`config.mk`:
```
export PLATFORM = sky130hd
export DESIGN_NAME = fetch_ctrl
export DESIGN_NICKNAME = d
export VERILOG_FILES = /design/src/rtl/fetch_ctrl.sv
export SDC_FILE = /design/constraint.sdc
export NUM_CORES = 1
export LEC_CHECK = 0
export ABC_AREA = 1
export BUFFER_PORTS_ARGS = -buffer_cell sky130_fd_sc_hd__buf_2
export CAP_MARGIN = 20
export CELL_PAD_IN_SITES_DETAIL_PLACEMENT = 0
export CELL_PAD_IN_SITES_GLOBAL_PLACEMENT = 1
export CORE_MARGIN = 2
export CORE_UTILIZATION = 29
export CTS_CLUSTER_DIAMETER = 80
export DETAILED_ROUTE_END_ITERATION = 10
export GPL_TIMING_DRIVEN = 0
export PLACE_DENSITY = 0.81
export SKIP_LAST_GASP = 1
export SLEW_MARGIN = 20
export SYNTH_ARGS = -nofsm -noshare
export SYNTH_HDL_FRONTEND = slang
export SYNTH_SLANG_ARGS = --single-unit
```
`constraint.sdc`:
```
create_clock -name clk -period 1.4 [get_ports clk]
set_input_delay 0.07 -clock clk [delete_from_list [all_inputs] [get_ports clk]]
set_output_delay 0.07 -clock clk [all_outputs]
set_load 0.01 [all_outputs]
```
`src/rtl/fetch_ctrl.sv`:
```
// fetch_ctrl: instruction-fetch sequencer for the pipelined RISC-V core.
// Owns the fetch PC, drives the instruction-memory request handshake, applies
// decode stalls and execute redirects, and holds the IF/ID output register.
module fetch_ctrl #(
    parameter logic [31:0] RESET_VECTOR = 32'h0000_0000,
    parameter int unsigned BOOT_DELAY   = 2,
    parameter logic [31:0] NOP_INSTR    = 32'h0000_0013
) (
    input  logic        clk,
    input  logic        rst_n,
    input  logic        stall_d,
    input  logic        redirect_e,
    input  logic [31:0] redirect_target_e,
    output logic        imem_req,
    output logic [31:0] imem_addr,
    input  logic        imem_ready,
    input  logic [31:0] imem_rdata,
    output logic [31:0] instr_d,
    output logic [31:0] pc_d,
    output logic        valid_d,
    output logic [31:0] fetch_pc,
    output logic        fetch_fault,
    output logic [15:0] bubble_cnt
);

    localparam int unsigned XLEN  = 32;
    localparam int unsigned CNT_W = 4;
    localparam int unsigned BUB_W = 16;

    localparam logic [CNT_W-1:0] BOOT_INIT = CNT_W'(BOOT_DELAY);
    localparam logic [XLEN-1:0]  PC_STEP   = XLEN'(4);

    typedef enum logic [1:0] {
        ST_BOOT  = 2'd0,
        ST_RUN   = 2'd1,
        ST_FAULT = 2'd2
    } state_t;

    // A zero boot delay skips the idle window and fetches straight out of reset.
    localparam state_t ST_RESET = (BOOT_DELAY == 0) ? ST_RUN : ST_BOOT;

    state_t           r_state;
    logic [CNT_W-1:0] r_boot_cnt;
    logic [XLEN-1:0]  r_fetch_pc;
    logic [XLEN-1:0]  r_instr;
    logic [XLEN-1:0]  r_pc;
    logic             r_valid;
    logic             r_fault;
    logic [BUB_W-1:0] r_bubble_cnt;

    logic             w_misaligned;
    logic [XLEN-1:0]  w_pc_next;
    logic             w_bubble_sat;

    // Redirect alignment check, sequential PC increment (wraps modulo 2^32), counter saturation.
    assign w_misaligned = (redirect_target_e[1:0] != 2'b00);
    assign w_pc_next    = r_fetch_pc + PC_STEP;
    assign w_bubble_sat = &r_bubble_cnt;

    // Request is only issued while running and decode is not holding the pipe.
    assign imem_req  = (r_state == ST_RUN) && !stall_d;
    assign imem_addr = r_fetch_pc;

    assign instr_d     = r_instr;
    assign pc_d        = r_pc;
    assign valid_d     = r_valid;
    assign fetch_pc    = r_fetch_pc;
    assign fetch_fault = r_fault;
    assign bubble_cnt  = r_bubble_cnt;

    // Fetch sequencer: boot countdown, run-time priority (redirect > stall > data > wait), fault lock.
    always_ff @(posedge clk) begin
        if (!rst_n) begin
            r_state      <= ST_RESET;
            r_boot_cnt   <= BOOT_INIT;
            r_fetch_pc   <= RESET_VECTOR;
            r_instr      <= NOP_INSTR;
            r_pc         <= '0;
            r_valid      <= 1'b0;
            r_fault      <= 1'b0;
            r_bubble_cnt <= '0;
        end else begin
            case (r_state)
                ST_BOOT: begin
                    r_boot_cnt <= r_boot_cnt - CNT_W'(1);
                    if (r_boot_cnt == CNT_W'(1)) begin
                        r_state <= ST_RUN;
                    end
                end

                ST_RUN: begin
                    if (redirect_e) begin
                        // Any returned word is stale once a redirect lands.
                        r_fetch_pc <= redirect_target_e;
                        r_valid    <= 1'b0;
                        r_instr    <= NOP_INSTR;
                        if (w_misaligned) begin
                            r_state <= ST_FAULT;
                            r_fault <= 1'b1;
                        end
                    end else if (stall_d) begin
                        // Hold IF/ID and PC so no instruction is lost or duplicated.
                        r_fetch_pc <= r_fetch_pc;
                    end else if (imem_ready) begin
                        r_instr    <= imem_rdata;
                        r_pc       <= r_fetch_pc;
                        r_valid    <= 1'b1;
                        r_fetch_pc <= w_pc_next;
                    end else begin
                        // Memory wait: insert a bubble and keep the address on the bus.
                        r_valid <= 1'b0;
                        r_instr <= NOP_INSTR;
                        if (!w_bubble_sat) begin
                            r_bubble_cnt <= r_bubble_cnt + BUB_W'(1);
                        end
                    end
                end

                ST_FAULT: begin
                    r_valid <= 1'b0;
                    r_fault <= 1'b1;
                end

                default: begin
                    // Unreachable encoding: park in the fault state until reset.
                    r_state <= ST_FAULT;
                    r_valid <= 1'b0;
                    r_fault <= 1'b1;
                end
            endcase
        end
    end

endmodule

```
==> results.cfg, run 1 <==
[timing]
slew_headroom_pct = 48.8
fin_ws_ns = -0.120
setup_viol = 29
skew_ns = 0.0129
worst_slew_pin_slew_ns = 0.768
period_share_pct = 109
finalHoldViolations = 1
max_freq_ghz = 0.658
rsz0062_at_grt = true
slew_viol_final = 0
whs_ns = -0.00770
min_period_ns = 1.52

[worst_hold_path]
hold_class = input pin to flip-flop

[critical_path]
arrival_ns = 1.79
rr_worst_depth = 10
critPathKind = flip-flop to flip-flop
timing.rr.start = bubble_cnt[4]
cp.depth = 10
crit_end = bubble_cnt[5]
start_kind = flip-flop
slowest_delay_ns = 0.37
end_kind = flip-flop
critPathMaxFanout = 6
r2r-end = bubble_cnt[5]
cp_slowest_cell = dfxtp_4
cpLargestDelayFamily = simple AND/OR/NAND/NOR gates
path_buf_inv = 2
crit_required_ns = 1.67
worstPathCellList = nand2_2 -> nor2_4 -> nand2_4 -> nor2_4 -> nand3_2 -> nand2_4 -> inv_6 -> clkbuf_16 -> nand2_2 -> a21oi_2
crit_path_start = bubble_cnt[4]
ff2ff_setup_slack_ns = -0.12

[power]
power_frac_seq_pct = 37.5
vdd_ir_drop_max_mv = 0.860
leakagePower_nw = 4.62
power_density_mw_per_mm2 = 1030
combPwrFrac_pct = 18.0
p_sw_share_pct = 28.6
p_sw_mw = 2.92
internal-power_mw = 7.28
power.clock.fraction_pct = 44.5

[detailed_routing]
wl_um = 23700
route.vias.total = 7233
drt_iter0_drc = 307
ant_nets = 0
vias_per_cell = 4.73
drt-pass1-iter-count = 5
drcViolationCount = 0
routedWlPerCell_um = 15.5

[layout]
final_layout_size_suffix_gt1_share_pct = 43.3
seq_area_mm2 = 0.00252
nets = 1315
area_delta_synth_final_pct = 62.8
fin_area_mm2 = 0.00991
antenna_cells = 0
fillers = 2147
fin_util_pct = 47.6
multiInputGateArea_mm2 = 0.00349

[floorplanning]
rows = 53
dieWidth_um = 149
num_io_pins = 216
start_util_pct = 29.3
core-area_mm2 = 0.0208
die_y_um = 149
fp.dieArea_mm2 = 0.0222

[yosys]
synth_cells = 896
yosys_warnings = 0
synth_area_mm2 = 0.00609
yosysTopAreaCellShare_pct = 39.4
seq_area_frac_synth_pct = 39.4
yosys.area.top_type = dfxtp_1
postSynthAreaPerCell_um2 = 6.80
ys_ff_latch = 120
synthesis.nets = 969
synth_area_leaders = dfxtp_1 (39%), nand2_1 (12%), nor2_1 (8.6%)
synth_cell_types = 36

[outcome]
status = finished with violations
violations = negative hold slack, negative setup slack

[global_routing]
grt_pass1_wl_um = 35200
first_global_vias = 6589
grt_usage_pct = 20.4
grt_overflow = 0
grt_antenna_before_repair = 0
grt_start_max_net_pins = 17

[cts]
cts.clk_slew.worst_paths_ns = 0.06
cts_tree = yes
cts_sinks = 120
cts.path.max_buffers = 2
clockRootBuffer = clkbuf_16
insertion_delay_ns = 0.42
cts_inserted_buffers = 17
htree_levels = 4

[job]
cap_viol_max_count = 0

[placement]
port_buffers = 215
gp_congestion = 0.894
postPlaceCellArea_mm2 = 0.00760
dp_hpwl_um = 16200
[power groups by stage]
stage / registers, mW / logic [mW] / clock network [mW]
6_report: 3.83 / 1.83 / 4.54
5_1_grt: 3.86 / 2.02 / 4.79
4_1_cts: 3.83 / 1.71 / 4.60
3_5_place_dp: 3.93 / 1.43 / 0
3_3_place_gp: 3.93 / 1.41 / 0
2_1_floorplan: 3.99 / 0.759 / 0
[cells in the mapped netlist, drive strengths merged]
library cell  instances
nor2                153
and2                  1
a31oi                 1
xnor2                 2
buf                  51
xor2                  7
nand3b                3
a211oi                2
clkbuf               23
nand4                10
nor3                 10
inv                  63
a21oi               102
o211ai                1
o31ai                 2
or2                   4
dfxtp               120
nand3                38
ha                    4
nand2               203
o21ai                96
[cells in the final DEF (no fill, tap or decap), types with 13 or more instances in the layout]
cell type / netlist / final
nand3_1: 37 / 34
buf_6: 2 / 15
inv_1: 58 / 53
nand2_1: 194 / 163
a21oi_2: 9 / 19
clkbuf_1: 20 / 16
a21oi_1: 93 / 83
dlygate4sd3_1: 0 / 42
nand2_4: 3 / 16
dfxtp_4: 0 / 27
dfxtp_2: 0 / 13
o21ai_1: 3 / 16
dfxtp_1: 120 / 80
buf_4: 33 / 86
nor2_4: 7 / 22
nor2_1: 139 / 115
buf_2: 10 / 219
nor2_2: 6 / 15
nand2_2: 6 / 22
o21ai_0: 93 / 65
o21ai_2: 0 / 15
clkbuf_16: 0 / 20
[metal layers]
layer	global-route usage [%]	wire length, um	up-vias
met5	0	0	-
met4	8.00	728	0
met3	5.11	1490	47
met2	34.3	11400	252
met1	25.0	10000	3358
li1	-	-	3576
[worst min path at each step]
stage	from	endpoint	cells after the start
6_report	redirect_target_e[10]	fetch_pc[10]	5
2_1_floorplan	imem_rdata[0]	instr_d[0]	2
3_5_place_dp	imem_rdata[22]	instr_d[22]	3
4_1_cts	redirect_target_e[10]	fetch_pc[10]	5
5_1_grt	redirect_target_e[10]	fetch_pc[10]	5
3_3_place_gp	imem_rdata[4]	instr_d[4]	3
[cells by family after synthesis]
logic type / synth area share [%]
simple gates: 29.9
xor+xnor: 1.29
buf+inv: 11.0
compound gates: 17.5
fa+ha+maj: 0.822
flops: 39.4
[worst min-delay path: stages]
cell and delay (ns):
buf_2 0.09, nand2_1 0.05, o21ai_1 0.05, nand2_1 0.05
a21oi_1 0.05
[state kept, by name, summed over array words and instances (netlist names)]
name,cells
r_boot_cnt,4
fetch_fault,1
valid_d,1
pc_d,32
instr_d,32
bubble_cnt,16
r_state,2
fetch_pc,32
[what timing repair did]
action                                  in CTS  in global routing
endpoints found under the hold margin       43                  0
cloned                                       1                  4
hold buffers                                42                  0
setup buffers                               39                 28
resized for setup                          118                141
pin swaps                                   29                 29
endpoints found under the setup margin     103                106
[layout make-up]
type / count / share of cell area (%)
Buffer: 73 / 5.23
Sequential cell: 120 / 25.4
Clock buffer: 18 / 4.33
Inverter: 63 / 2.76
Tap cell: 275 / 3.47
Timing Repair Buffer: 328 / 21.8
Multi-Input combinational cell: 639 / 35.2
Clock inverter: 14 / 1.77
[metrics by stage]
step / power [mW] / worst slack (ns) / setup TNS [ns] / std cells / hold slack, ns
floorplan: 4.75 / -0.0506 / -0.429 / 896 / 0.216
global placement: 5.34 / -0.441 / -14.03 / 1386 / 0.302
detailed placement: 5.36 / -0.451 / -14.94 / 1386 / 0.317
CTS: 10.1 / -0.0837 / -0.961 / 1500 / 0.000382
global route: 10.7 / -0.192 / -5.26 / 1530 / 0.0118
finish: 10.2 / -0.120 / -1.66 / 1530 / -0.00770
Power figures use the tool's default switching activity.
==> inputs of run 2 (changes only) <==
--- a/config.mk
+++ b/config.mk
@@ -10,7 +10,7 @@
 export CAP_MARGIN = 20
 export CELL_PAD_IN_SITES_DETAIL_PLACEMENT = 0
 export CELL_PAD_IN_SITES_GLOBAL_PLACEMENT = 1
-export CORE_MARGIN = 2
+export CORE_MARGIN = 4
 export CORE_UTILIZATION = 29
 export CTS_CLUSTER_DIAMETER = 80
 export DETAILED_ROUTE_END_ITERATION = 10
==> results.cfg, run 2 (same netlist as run 1, synthesis figures left out) <==
[layout]
nets = 1303
instances_no_fill = 1513
fin_area_mm2 = 0.00974
area_delta_synth_final_pct = 60.0
fin_util_pct = 47.7
layout_commonest_cell = buf_2
final_cell_mix = buf_2 (219), nand2_1 (166), nor2_1 (114)
final_layout_size_suffix_gt1_share_pct = 41.4
antenna_cells = 0

[floorplanning]
fp.dieArea_mm2 = 0.0234
dieWidth_um = 153
rows = 52
num_io_pins = 216
core-area_mm2 = 0.0204
start_util_pct = 29.8
die_y_um = 153

[critical_path]
critPathKind = flip-flop to flip-flop
start_kind = flip-flop
rr_worst_depth = 11
ff2ff_setup_slack_ns = -0.11
cp_common_cell = nand2_4
slowest_delay_ns = 0.37
worstPathCellList = ha_4 -> nand2_2 -> inv_2 -> nand2_4 -> nor2_4 -> nand3_2 -> nand2_4 -> inv_6 -> clkbuf_16 -> nand2_4 -> a21oi_2
end_kind = flip-flop
critPathMaxFanout = 5
cp_slowest_cell = dfxtp_4
crit_required_ns = 1.67
arrival_ns = 1.78

[worst_hold_path]
min_path_cells = 5
hold_class = input pin to flip-flop

[timing]
period_share_pct = 108
setup_viol = 22
finalHoldViolations = 0
slew_headroom_pct = 48.6
slew_viol_final = 0
skew_ns = 0.00879
rsz0062_at_grt = true
min_period_ns = 1.51
whs_ns = 0.000183
max_freq_ghz = 0.664
worst_slew_pin_slew_ns = 0.771
fin_ws_ns = -0.105

[global_routing]
grt_overflow = 0
grt_antenna_before_repair = 0
grt_start_max_net_pins = 17
grt_pass1_wl_um = 36800
grt_usage_pct = 19.5
first_global_vias = 6965

[detailed_routing]
drt-pass1-iter-count = 5
vias_per_cell = 4.78
routedWlPerCell_um = 15.9
drcViolationCount = 0
ant_nets = 0
route.vias.total = 7238
wl_um = 24100
drt_iter0_drc = 403

[power]
total_power_mw = 10.4
vdd_ir_drop_max_mv = 0.899
power_density_mw_per_mm2 = 1060
leakagePower_nw = 4.57

[placement]
gp_congestion = 0.926
postPlaceCellArea_mm2 = 0.00759
place_inst = 1381
dp_hpwl_um = 16700
port_buffers = 215

[cts]
insertion_delay_ns = 0.42
cts_sinks = 120
cts_tree = yes
cts.clk_slew.worst_paths_ns = 0.06
clockRootBuffer = clkbuf_16
cts.path.max_buffers = 2
htree_levels = 4
cts_inserted_buffers = 17

[outcome]
violations = negative setup slack
status = finished with violations

[job]
cap_viol_max_count = 0
## run 2: cell types whose count changed in the layout (fill, tap and decap cells not counted), moves of 3 or more
cell      previous run  this run
buf_6               15         6
a21oi_1             83        86
nand2_2             22        18
o21ai_0             65        86
clkinv_4             6         1
o21ai_1             16         7
o21ai_2             15         3
a21oi_2             19        16
nand2_1            163       166
## run 2: metrics by stage
| step | worst slack (ns) | TNS, ns |
|---|---|---|
| 6_report | -0.105 | -1.33 |
| 3_5_place_dp | -0.419 | -14.58 |
| 4_1_cts | -0.0728 | -0.804 |
| 2_1_floorplan | -0.0506 | -0.429 |
| 3_3_place_gp | -0.421 | -14.32 |
| 5_1_grt | -0.190 | -4.12 |
## run 2: cell type report
type	count	area (um^2)
clock buffers	22	497
inverters	63	269
repair buffers	317	2010
plain buffers	71	513
fillers	2017	10700
multi-input cells	640	3460
clock inverters	10	139
flip-flops and latches	120	2520
well taps	270	338
## run 2: final timing paths
check | from | endpoint
setup / recovery | bubble_cnt[1] | bubble_cnt[3]
hold / removal | redirect_target_e[12] | fetch_pc[12]
setup reg to reg | bubble_cnt[1] | bubble_cnt[3]
hold reg to reg | valid_d | valid_d
## run 2: routing by layer
metal,vias to the layer above,GRT usage (%),part of all wire [%]
met4,0,6.41,2.3
met3,43,5.23,7.3
met2,285,33.4,48
met1,3349,23.8,42
li1,3561,-,-
met5,-,0,0
## run 2: critical path: cells and delay by family (launching register included)
| kind | cells | cell delay (ns) |
|---|---|---|
| simple gates | 6 | 0.50 |
| flops | 1 | 0.37 |
| buf+inv | 3 | 0.29 |
| fa+ha+maj | 1 | 0.14 |
| compound gates | 1 | 0.04 |
## run 2: what timing repair did
| item | in CTS | in global routing |
|---|---|---|
| cloned | 0 | 3 |
| setup endpoints to repair | 92 | 100 |
| hold buffers | 43 | 0 |
| gates resized for setup | 115 | 88 |
| setup buffers | 34 | 23 |
| pin swaps | 33 | 34 |
| hold endpoints to repair | 44 | 0 |
## run 2: where the power goes
part / switching [mW] / leakage [nW] / internal, mW
Combinational: 1.00 / 3.28 / 0.773
Sequential: 0.184 / 0.997 / 3.65
Clock: 1.71 / 0.299 / 3.06
Total: 2.89 / 4.57 / 7.48
